===== src/rtl/dmem_arb_pkg.sv =====
`default_nettype none
// ============================================================================
//  Module      : dmem_arb_pkg
//  Description : Shared types and defaults for the Dmem arbiter.
//  Revision    : 1.0  initial release
// ============================================================================
package dmem_arb_pkg;

    localparam int DEF_ADDR_W = 8;
    localparam int DEF_DATA_W = 64;

    // Owner of the read data returning from Dmem in the following cycle
    typedef enum logic [1:0] {
        OWN_NONE = 2'b00,
        OWN_CORE = 2'b01,
        OWN_AUX  = 2'b10
    } owner_e;

    typedef enum logic {
        WIN_CORE = 1'b0,
        WIN_AUX  = 1'b1
    } win_e;

endpackage
`default_nettype wire


===== src/rtl/dmem_arbiter_if.sv =====
`default_nettype none
// ============================================================================
//  Module      : dmem_arbiter_if
//  Description : Core, aux and Dmem-side bus bundle of the Dmem arbiter.
//  Revision    : 1.0  initial release
// ============================================================================
interface dmem_arbiter_if
    import dmem_arb_pkg::*;
#(
    parameter int ADDR_W = DEF_ADDR_W,
    parameter int DATA_W = DEF_DATA_W
);
    logic              core_en;
    logic              core_wr_en;
    logic [0:ADDR_W-1] core_addr;
    logic [0:DATA_W-1] core_wdata;
    logic [0:DATA_W-1] core_rdata;
    logic              core_stall;

    logic              aux_req;
    logic              aux_wr_en;
    logic [0:ADDR_W-1] aux_addr;
    logic [0:DATA_W-1] aux_wdata;
    logic              aux_gnt;
    logic              aux_rvalid;
    logic [0:DATA_W-1] aux_rdata;

    logic              mem_en;
    logic              mem_wr_en;
    logic [0:ADDR_W-1] mem_addr;
    logic [0:DATA_W-1] mem_wdata;
    logic [0:DATA_W-1] mem_rdata;

    // Arbiter view
    modport slave (
        input  core_en, core_wr_en, core_addr, core_wdata,
        input  aux_req, aux_wr_en, aux_addr, aux_wdata,
        input  mem_rdata,
        output core_rdata, core_stall,
        output aux_gnt, aux_rvalid, aux_rdata,
        output mem_en, mem_wr_en, mem_addr, mem_wdata
    );

    // Requesters and Dmem view
    modport master (
        output core_en, core_wr_en, core_addr, core_wdata,
        output aux_req, aux_wr_en, aux_addr, aux_wdata,
        output mem_rdata,
        input  core_rdata, core_stall,
        input  aux_gnt, aux_rvalid, aux_rdata,
        input  mem_en, mem_wr_en, mem_addr, mem_wdata
    );

endinterface
`default_nettype wire


===== src/rtl/arb_wait_counter.sv =====
`default_nettype none
// ============================================================================
//  Module      : arb_wait_counter
//  Description : Saturating clear/increment counter bounding aux starvation.
//  Revision    : 1.0  initial release
// ============================================================================
module arb_wait_counter
    import dmem_arb_pkg::*;
#(
    parameter int CNT_W        = 3,
    parameter int AUX_MAX_WAIT = 4
) (
    input  wire logic clk,
    input  wire logic rst,
    input  wire logic i_clr,
    input  wire logic i_inc,
    output logic      o_limit_hit
);

    localparam logic [CNT_W-1:0] C_MAX = CNT_W'(AUX_MAX_WAIT);

    logic [CNT_W-1:0] r_wait_cnt;

    // Clear has priority over increment; counting stops at the bound
    always_ff @(posedge clk) begin
        if (rst || i_clr) begin
            r_wait_cnt <= '0;
        end else if (i_inc && (r_wait_cnt != C_MAX)) begin
            r_wait_cnt <= r_wait_cnt + 1'b1;
        end
    end

    assign o_limit_hit = (r_wait_cnt == C_MAX);

endmodule
`default_nettype wire


===== src/rtl/dmem_arbiter.sv =====
`default_nettype none
// ============================================================================
//  Module      : dmem_arbiter
//  Description : Shares single-port Dmem between the core and an aux requester.
//                Define DMEM_ARB_RR_EN for round-robin instead of core priority.
//  Revision    : 1.0  initial release
// ============================================================================
module dmem_arbiter
    import dmem_arb_pkg::*;
#(
    parameter int ADDR_W       = DEF_ADDR_W,
    parameter int DATA_W       = DEF_DATA_W,
    parameter int AUX_MAX_WAIT = 4,
    parameter int CNT_W        = 3
) (
    input  wire logic     Clock,
    input  wire logic     Reset,
    dmem_arbiter_if.slave bus
);

    logic              w_core_win;
    logic              w_aux_win;
    logic              w_mem_en;
    logic              w_mem_wr_en;
    logic [0:ADDR_W-1] w_mem_addr;
    logic [0:DATA_W-1] w_mem_wdata;
    logic              w_aux_rvalid;
    owner_e            r_rd_owner;
    owner_e            w_rd_owner_nxt;

`ifdef DMEM_ARB_RR_EN
    win_e r_last_win;

    always_comb begin
        w_core_win = 1'b0;
        w_aux_win  = 1'b0;
        if (!Reset) begin
            if (bus.core_en && bus.aux_req) begin
                w_aux_win  = (r_last_win == WIN_CORE);
                w_core_win = (r_last_win == WIN_AUX);
            end else begin
                w_core_win = bus.core_en;
                w_aux_win  = bus.aux_req;
            end
        end
    end

    always_ff @(posedge Clock) begin
        if (Reset) begin
            r_last_win <= WIN_CORE;
        end else if (w_core_win) begin
            r_last_win <= WIN_CORE;
        end else if (w_aux_win) begin
            r_last_win <= WIN_AUX;
        end
    end
`else
    logic w_limit_hit;

    arb_wait_counter #(
        .CNT_W        (CNT_W),
        .AUX_MAX_WAIT (AUX_MAX_WAIT)
    ) u_wait_cnt (
        .clk         (Clock),
        .rst         (Reset),
        .i_clr       (w_aux_win || !bus.aux_req),
        .i_inc       (bus.aux_req && !w_aux_win),
        .o_limit_hit (w_limit_hit)
    );

    // Core priority, except for the forced aux slot once the wait bound is hit
    always_comb begin
        w_core_win = 1'b0;
        w_aux_win  = 1'b0;
        if (!Reset) begin
            w_aux_win  = bus.aux_req && (!bus.core_en || w_limit_hit);
            w_core_win = bus.core_en && !w_aux_win;
        end
    end
`endif

    always_comb begin
        w_mem_en       = 1'b0;
        w_mem_wr_en    = 1'b0;
        w_mem_addr     = '0;
        w_mem_wdata    = '0;
        w_rd_owner_nxt = OWN_NONE;
        if (w_core_win) begin
            w_mem_en    = 1'b1;
            w_mem_wr_en = bus.core_wr_en;
            w_mem_addr  = bus.core_addr;
            w_mem_wdata = bus.core_wdata;
            if (!bus.core_wr_en) w_rd_owner_nxt = OWN_CORE;
        end else if (w_aux_win) begin
            w_mem_en    = 1'b1;
            w_mem_wr_en = bus.aux_wr_en;
            w_mem_addr  = bus.aux_addr;
            w_mem_wdata = bus.aux_wdata;
            if (!bus.aux_wr_en) w_rd_owner_nxt = OWN_AUX;
        end
    end

    always_ff @(posedge Clock) begin
        if (Reset) begin
            r_rd_owner <= OWN_NONE;
        end else begin
            r_rd_owner <= w_rd_owner_nxt;
        end
    end

    // Reset also masks a return already in flight from the previous cycle
    assign w_aux_rvalid   = (r_rd_owner == OWN_AUX) && !Reset;

    assign bus.mem_en     = w_mem_en;
    assign bus.mem_wr_en  = w_mem_wr_en;
    assign bus.mem_addr   = w_mem_addr;
    assign bus.mem_wdata  = w_mem_wdata;
    assign bus.core_rdata = Reset ? '0 : bus.mem_rdata;
    assign bus.core_stall = bus.core_en && w_aux_win;
    assign bus.aux_gnt    = w_aux_win;
    assign bus.aux_rvalid = w_aux_rvalid;
    assign bus.aux_rdata  = w_aux_rvalid ? bus.mem_rdata : '0;

    // Aux must keep requesting until granted; a withdrawn request is lost
    a_aux_req_held : assert property (
        @(posedge Clock) disable iff (Reset)
        (bus.aux_req && !w_aux_win) |=> bus.aux_req
    );

endmodule
`default_nettype wire


===== src/flat_wrapper.sv =====
// flat-port wrapper written by rule: the top's interface ports become plain ports
module dmem_arbiter_flat import dmem_arb_pkg::*;
#(
    parameter int ADDR_W       = DEF_ADDR_W,
    parameter int DATA_W       = DEF_DATA_W,
    parameter int AUX_MAX_WAIT = 4,
    parameter int CNT_W        = 3
)
  (Clock, Reset, bus_core_en, bus_core_wr_en, bus_core_addr, bus_core_wdata, bus_aux_req, bus_aux_wr_en, bus_aux_addr, bus_aux_wdata, bus_mem_rdata, bus_core_rdata, bus_core_stall, bus_aux_gnt, bus_aux_rvalid, bus_aux_rdata, bus_mem_en, bus_mem_wr_en, bus_mem_addr, bus_mem_wdata);
  dmem_arbiter_if #(.ADDR_W(ADDR_W), .DATA_W(DATA_W)) bus_i ();
  input  wire logic Clock;
  input  wire logic Reset;
  input wire logic [$bits(bus_i.core_en)-1:0] bus_core_en;
  input wire logic [$bits(bus_i.core_wr_en)-1:0] bus_core_wr_en;
  input wire logic [$bits(bus_i.core_addr)-1:0] bus_core_addr;
  input wire logic [$bits(bus_i.core_wdata)-1:0] bus_core_wdata;
  input wire logic [$bits(bus_i.aux_req)-1:0] bus_aux_req;
  input wire logic [$bits(bus_i.aux_wr_en)-1:0] bus_aux_wr_en;
  input wire logic [$bits(bus_i.aux_addr)-1:0] bus_aux_addr;
  input wire logic [$bits(bus_i.aux_wdata)-1:0] bus_aux_wdata;
  input wire logic [$bits(bus_i.mem_rdata)-1:0] bus_mem_rdata;
  output wire logic [$bits(bus_i.core_rdata)-1:0] bus_core_rdata;
  output wire logic [$bits(bus_i.core_stall)-1:0] bus_core_stall;
  output wire logic [$bits(bus_i.aux_gnt)-1:0] bus_aux_gnt;
  output wire logic [$bits(bus_i.aux_rvalid)-1:0] bus_aux_rvalid;
  output wire logic [$bits(bus_i.aux_rdata)-1:0] bus_aux_rdata;
  output wire logic [$bits(bus_i.mem_en)-1:0] bus_mem_en;
  output wire logic [$bits(bus_i.mem_wr_en)-1:0] bus_mem_wr_en;
  output wire logic [$bits(bus_i.mem_addr)-1:0] bus_mem_addr;
  output wire logic [$bits(bus_i.mem_wdata)-1:0] bus_mem_wdata;
  assign bus_i.core_en = bus_core_en;
  assign bus_i.core_wr_en = bus_core_wr_en;
  assign bus_i.core_addr = bus_core_addr;
  assign bus_i.core_wdata = bus_core_wdata;
  assign bus_i.aux_req = bus_aux_req;
  assign bus_i.aux_wr_en = bus_aux_wr_en;
  assign bus_i.aux_addr = bus_aux_addr;
  assign bus_i.aux_wdata = bus_aux_wdata;
  assign bus_i.mem_rdata = bus_mem_rdata;
  assign bus_core_rdata = bus_i.core_rdata;
  assign bus_core_stall = bus_i.core_stall;
  assign bus_aux_gnt = bus_i.aux_gnt;
  assign bus_aux_rvalid = bus_i.aux_rvalid;
  assign bus_aux_rdata = bus_i.aux_rdata;
  assign bus_mem_en = bus_i.mem_en;
  assign bus_mem_wr_en = bus_i.mem_wr_en;
  assign bus_mem_addr = bus_i.mem_addr;
  assign bus_mem_wdata = bus_i.mem_wdata;
  dmem_arbiter #(.ADDR_W(ADDR_W), .DATA_W(DATA_W), .AUX_MAX_WAIT(AUX_MAX_WAIT), .CNT_W(CNT_W)) u_core (.Clock(Clock), .Reset(Reset), .bus(bus_i));
endmodule

===== config.mk =====
export PLATFORM = sky130hd
export DESIGN_NAME = dmem_arbiter_flat
export DESIGN_NICKNAME = d
export VERILOG_FILES = /design/src/rtl/dmem_arb_pkg.sv /design/src/rtl/dmem_arbiter_if.sv /design/src/rtl/arb_wait_counter.sv /design/src/rtl/dmem_arbiter.sv /design/src/flat_wrapper.sv
export SDC_FILE = /design/constraint.sdc
export NUM_CORES = 1
export LEC_CHECK = 0
export ABC_AREA = 0
export BUFFER_PORTS_ARGS = -buffer_cell sky130_fd_sc_hd__buf_4
export CAP_MARGIN = 30
export CELL_PAD_IN_SITES_DETAIL_PLACEMENT = 2
export CELL_PAD_IN_SITES_GLOBAL_PLACEMENT = 2
export CORE_AREA = 2 2 162 164
export DETAILED_ROUTE_END_ITERATION = 16
export DIE_AREA = 0 0 164 166
export PLACE_DENSITY_LB_ADDON = 0.1
export SLEW_MARGIN = 20
export SYNTH_ARGS = -nofsm -noshare
export SYNTH_HDL_FRONTEND = slang
export SYNTH_SLANG_ARGS = --single-unit

===== constraint.sdc =====
create_clock -name Clock -period 1.5 [get_ports Clock]
set_input_delay 0.225 -clock Clock [delete_from_list [all_inputs] [get_ports Clock]]
set_output_delay 0.225 -clock Clock [all_outputs]
set_load 0.02 [all_outputs]

# After elaboration in Yosys (flattened, before gate mapping)
# Cells that the tools add are included.
[classes]
add_sub_neg = 1
n_mux = 16
n_reduce_logical = 14
eq_ne = 3
[op_table]
columns = ["op", "count"]
rows = [
  ["$mux 64", 4],
  ["$mux 8", 2],
  ["$mux 1", 7],
  ["$logic_and 1x1->1", 6],
  ["$mux 2", 3],
  ["$logic_not 1->1", 5],
  ["$add 3x1->3 const B", 1],
  ["$eq 3x3->1 const B", 1],
  ["$logic_or 1x1->1", 3],
  ["$ne 3x3->1 const B", 1],
  ["$eq 2x2->1 const B", 1],
]
[word_totals]
reg_bits = 5
elab_cells = 36
input_bits = 214
output_inout_bits = 205

# Depth between registers and ports, before layout
[depth]
depth_word = 7
depth_mapped = 7
mapped_depth_nobuf = 5

# Hierarchy
# From an unflattened synthesis, not the netlist that was laid out.
[hier_totals]
cells_unflattened = 354
area_unflattened_um2 = 2369.8
[modules_own_cells]
columns = ["mod", "seq_area_each_um2", "area_per_inst_um2", "cells_per_inst", "instances"]
rows = [
  ["dmem_arbiter", 40.0, 2182.1, 336, 1],
  ["arb_wait_counter", 60.1, 187.7, 18, 1],
]

# Worst setup path before layout
# OpenSTA, ideal clock, no wires.
[synth_timing]
path_kind = "register -> output"
from = "register u_core.u_wait_cnt.r_wait_cnt[0]"
to = "output bus_mem_wdata[10]"
arrival_ns = 1.438
path_buffers = 2
path_slack_ns = -0.163
path_stages_with_launch = 7
path_cell_list = "dfxtp_1 > inv_1 > ha_1 > a311oi_2 > buf_4 > buf_4 > a22o_1"
[synth_between]
elab_chain_cells = 7
word_cells_on_any_way = 9
cone_classes = "eq/ne (1); mux (4); reduce/logical (4)"
[synth_lines]
columns = ["item", "line", "rtl"]
rows = [
  ["start, declared", "arb_wait_counter.sv:22", "logic [CNT_W-1:0] r_wait_cnt;"],
  ["start signal, assigned", "arb_wait_counter.sv:29", "r_wait_cnt <= r_wait_cnt + 1'b1;"],
  ["$eq 3x3->1 *", "arb_wait_counter.sv:33", "assign o_limit_hit = (r_wait_cnt == C_MAX);"],
  ["$logic_or 1x1->1 *", "dmem_arbiter.sv:76", "w_aux_win = bus.aux_req && (!bus.core_en || w_limit_hit);"],
  ["$logic_and 1x1->1 *", "dmem_arbiter.sv:76", ""],
  ["$logic_not 1->1", "dmem_arbiter.sv:77", "w_core_win = bus.core_en && !w_aux_win;"],
  ["$logic_and 1x1->1", "dmem_arbiter.sv:77", ""],
  ["$mux 1", "dmem_arbiter.sv:75", "if (!Reset) begin"],
  ["$mux 64 *", "dmem_arbiter.sv:88", "if (w_core_win) begin"],
  ["end, declared", "flat_wrapper.sv:30", "output wire logic [$bits(bus_i.mem_wdata)-1:0] bus_mem_wdata;"],
]
# Every way passes the cells marked *; elsewhere a longest branch is shown, timed or not.

# Worst setup path after layout
[layout_timing]
from = "register u_core.u_wait_cnt.r_wait_cnt[0]"
to = "output bus_mem_addr[0]"
[layout_between]
elab_chain_cells = 7
word_cells_on_any_way = 9
cone_classes = "eq/ne (1); mux (4); reduce/logical (4)"
[layout_lines]
columns = ["item", "line", "rtl"]
rows = [
  ["$eq 3x3->1 *", "arb_wait_counter.sv:33", ""],
  ["$logic_or 1x1->1 *", "dmem_arbiter.sv:76", ""],
  ["$logic_and 1x1->1 *", "dmem_arbiter.sv:76", ""],
  ["$logic_not 1->1", "dmem_arbiter.sv:77", ""],
  ["$logic_and 1x1->1", "dmem_arbiter.sv:77", ""],
  ["$mux 1", "dmem_arbiter.sv:75", ""],
  ["$mux 8 *", "dmem_arbiter.sv:88", ""],
  ["end, declared", "flat_wrapper.sv:29", "output wire logic [$bits(bus_i.mem_addr)-1:0] bus_mem_addr;"],
]
# Marks and branches as above.

==> metrics.md <==
| Metric | Value |
|---|---|
| Status | `finished with violations` |
| Failing checks | `negative setup slack` |
| Final hold violation count | `0` |
| Fill count | `2844` |
| Total number of vias | `4014` |
| Synth area leader | `a22o_1` |
| CTS buffer count | `3` |
| Slew margin rel. | `0.7993` |
| Layout cells sized above 1 | `0.8684` |
| Final Util | `0.2978` |
| Hold-fix buffers, CTS | `0` |
| Starting density of the core | `0.07703` |
| GPL Wtd Cong | `0.8078` |
| Total chip power | `0.002604 W` |
| Peak VDD IR | `0.1784 mV` |
| Gr ovfl total | `0` |
| Crit-path max FO | `9` |
| Synth warn | `0` |
| Ordered list of cells on the worst path | `inv_2 > ha_4 > nand2_4 > a21boi_4 > buf_12 > buf_4 > a22o_1 > buf_6` |
| Clock Skews | `3.205 ps` |
| CP arrival | `1710 ps` |
| Vias in the first global route | `4473` |
| Post-DR wirelength/cell | `20.82 microns` |
| Clock root cell | `clkbuf_16` |
| Power per Cell Area | `341.4 mW/mm^2` |
| Nets | `916` |
| Final setup viols | `129` |
| First-pass GRT wire length | `29510 microns` |
| Vias per cell | `3.882` |
| Gr usage total | `0.1453` |
| Initial antenna violation count | `0` |
| Most area-consuming cells after synthesis | `a22o_1 (32%), nor2b_1 (24%), nor3b_1 (19%)` |
| Pre-Repair DR Iteration Count | `4` |
| DRT iter0 DRCs | `47` |
| Startpoint types | `flip-flop` |
| Final Max Tran Viols | `0` |
| Clock slew seen by the registers of the worst setup and hold paths | `30 ps` |
| Worst Setup End Kind | `primary output` |
| Footprint of the multi-input gates | `0.002656 sq mm` |
| Row count | `59` |
| Total I/O pin count | `419` |
| Mapped Avg Cell Area | `7.474 sq um` |
| Number of synthesized register bits | `5` |
| Tightest Pin Transition | `301.0 ps` |
| Cell area after synthesis | `0.001973 sq mm` |
| Layout area overhead | `286.6%` |
| Largest net degree at the start of global routing | `89` |
| Distinct cells, synth | `21` |
| Die W | `164 microns` |
| Finished Layout Cells | `1034` |
| Dpl cells | `1004` |
| Register area | `107.6 sq um` |
| Final antenna-violating net count | `0` |
| Seq/Total Area, Yosys | `0.05073` |
| HPWL Detailed | `16960 microns` |
| Fmax | `515.6 MHz` |
| Die area | `0.02722 sq mm` |
| Die H | `166 microns` |
| Clk sink count | `5` |
| RSZ-0062 raised after global routing | `yes` |
| Leakage power | `3.719 nW` |
| Clock Latency Late Sink | `230 ps` |
| Share of the clock period used by the worst path | `1.293` |
| Port buffer count | `418` |
| Post-synth top area share | `0.3240` |
| R2R Setup Slk | `160 ps` |
| Core Area | `0.02562 sq mm` |
| Clock tree buffer depth | `2` |
| Syn nets | `480` |
| Max-cap violations | `0` |
| CP Data Required Time | `1270 ps` |
| H-Tree Level Count | `1` |
| Worst stage delay on the critical path | `310 ps` |
| Slowest cell on the critical path | `dfxtp_2` |
| Syn Inst Count | `264` |
| DRC | `0` |
| Min Tclk post-route | `1940 ps` |
| WL final | `21530 microns` |
| # diodes | `0` |
| Final worst slack | `-439.6 ps` |
| Crit Path Category | `flip-flop to primary output` |
| Hold/Removal Path Class | `input pin to flip-flop` |
| CTS tree | `done` |
cell usage after synthesis:
library cell  number
a311oi_2           1
buf_6              7
clkbuf_1          14
nand2_1            2
a22o_1            73
inv_2              1
buf_4              7
dfxtp_1            5
mux2i_1            1
buf_1              5
ha_1               2
a21boi_2           1
nor2b_2            1
buf_2              3
and4_1             1
nor2_1             6
inv_1              2
nand2b_1           1
nor2b_1           75
and2b_1            5
nor3b_1           51
worst paths after layout:
path                                             endpoint  cells past startpoint                                          from
max                                       bus_mem_addr[0]                      8  u_core.u_wait_cnt.r_wait_cnt[0]$_SDFFE_PP0P_
min reg2reg  u_core.u_wait_cnt.r_wait_cnt[0]$_SDFFE_PP0P_                      3  u_core.u_wait_cnt.r_wait_cnt[0]$_SDFFE_PP0P_
max reg2reg               u_core.r_rd_owner[0]$_SDFF_PP0_                      6  u_core.u_wait_cnt.r_wait_cnt[1]$_SDFFE_PP0P_
min                       u_core.r_rd_owner[0]$_SDFF_PP0_                      2                                bus_core_wr_en
state kept, by name, summed over array words and instances (netlist names):
| signal | flops |
|---|---|
| u_core.r_rd_owner | 2 |
| u_core.u_wait_cnt.r_wait_cnt | 3 |
critical path: cells and delay by family (launching register included):
kind / cells / cell delay (ps)
buffers and inverters: 4 / 550
AOI/OAI and AO/OA: 2 / 390
DFF: 1 / 310
adders and majority gates: 1 / 170
and+or+nand+nor: 1 / 70
metrics by stage:
stage	worst slack [ps]	hold WS [ps]	TNS [ps]	instance area, sq um
2_1_floorplan	-91.61	296.6	-4613	2574
3_3_place_gp	-228.1	413.1	-14830	6193
3_5_place_dp	-286.3	410.7	-17170	6193
4_1_cts	-465.2	165.2	-39230	7453
5_1_grt	-493.3	169.1	-40680	7629
6_report	-439.6	163.7	-32740	7629
cell usage in the layout (no fill, tap or decap), types with 2 or more instances in the layout:
| cell | n |
|---|---|
| a22o_1 | 14 |
| buf_16 | 11 |
| buf_6 | 95 |
| buf_4 | 338 |
| dfxtp_2 | 3 |
| nor3b_4 | 14 |
| nor2b_4 | 11 |
| clkbuf_16 | 6 |
| buf_12 | 17 |
| inv_2 | 3 |
| nor3b_2 | 36 |
| buf_8 | 2 |
| nor2_1 | 4 |
| and2b_1 | 5 |
| nand2b_4 | 2 |
| nor2b_2 | 3 |
| nor2b_1 | 62 |
| a22o_4 | 59 |
kinds of logic (layout without fill, tap and decap cells):
group / Yosys count / count (layout) / synth area share
AO/OA/AOI/OAI: 75 / 75 / 0.3373
adder cells (fa/ha/maj): 2 / 2 / 0.01268
buffers and inverters: 39 / 473 / 0.1160
flip-flops: 5 / 5 / 0.05073
multiplexers: 1 / 1 / 0.005073
AND/OR/NAND/NOR: 142 / 143 / 0.4781
repair_timing:
| action | in CTS | in global routing |
|---|---|---|
| gates resized for setup | 157 | 66 |
| pin swaps | 44 | 14 |
| endpoints found under the setup margin | 127 | 146 |
| cloned | 13 | 3 |
| buffers inserted | 16 | 3 |
metal layers:
metal	routed length, microns	share of wire	vias up	GRT usage
li1	-	-	1846	-
met1	6409	0.30	1927	0.1248
met2	13000	0.60	234	0.3233
met3	1970	0.092	7	0.04021
met4	148	0.0069	0	0.01640
met5	0	0	-	0
area by class of cell:
| type | instances | area share |
|---|---|---|
| tap | 335 | 0.05495 |
| clock buffer | 4 | 0.01033 |
| sequential | 5 | 0.01411 |
| multi-input combinational | 221 | 0.3482 |
| inverter | 3 | 0.001476 |
| timing repair buffer | 466 | 0.5709 |
where the power goes:
group	total, W	switching [W]	internal, W
Combinational	0.00202	0.000884	0.00114
Clock	0.000442	0.0000900	0.000352
Sequential	0.000139	0.00000308	0.000136
(Power assumes the default switching activity.)
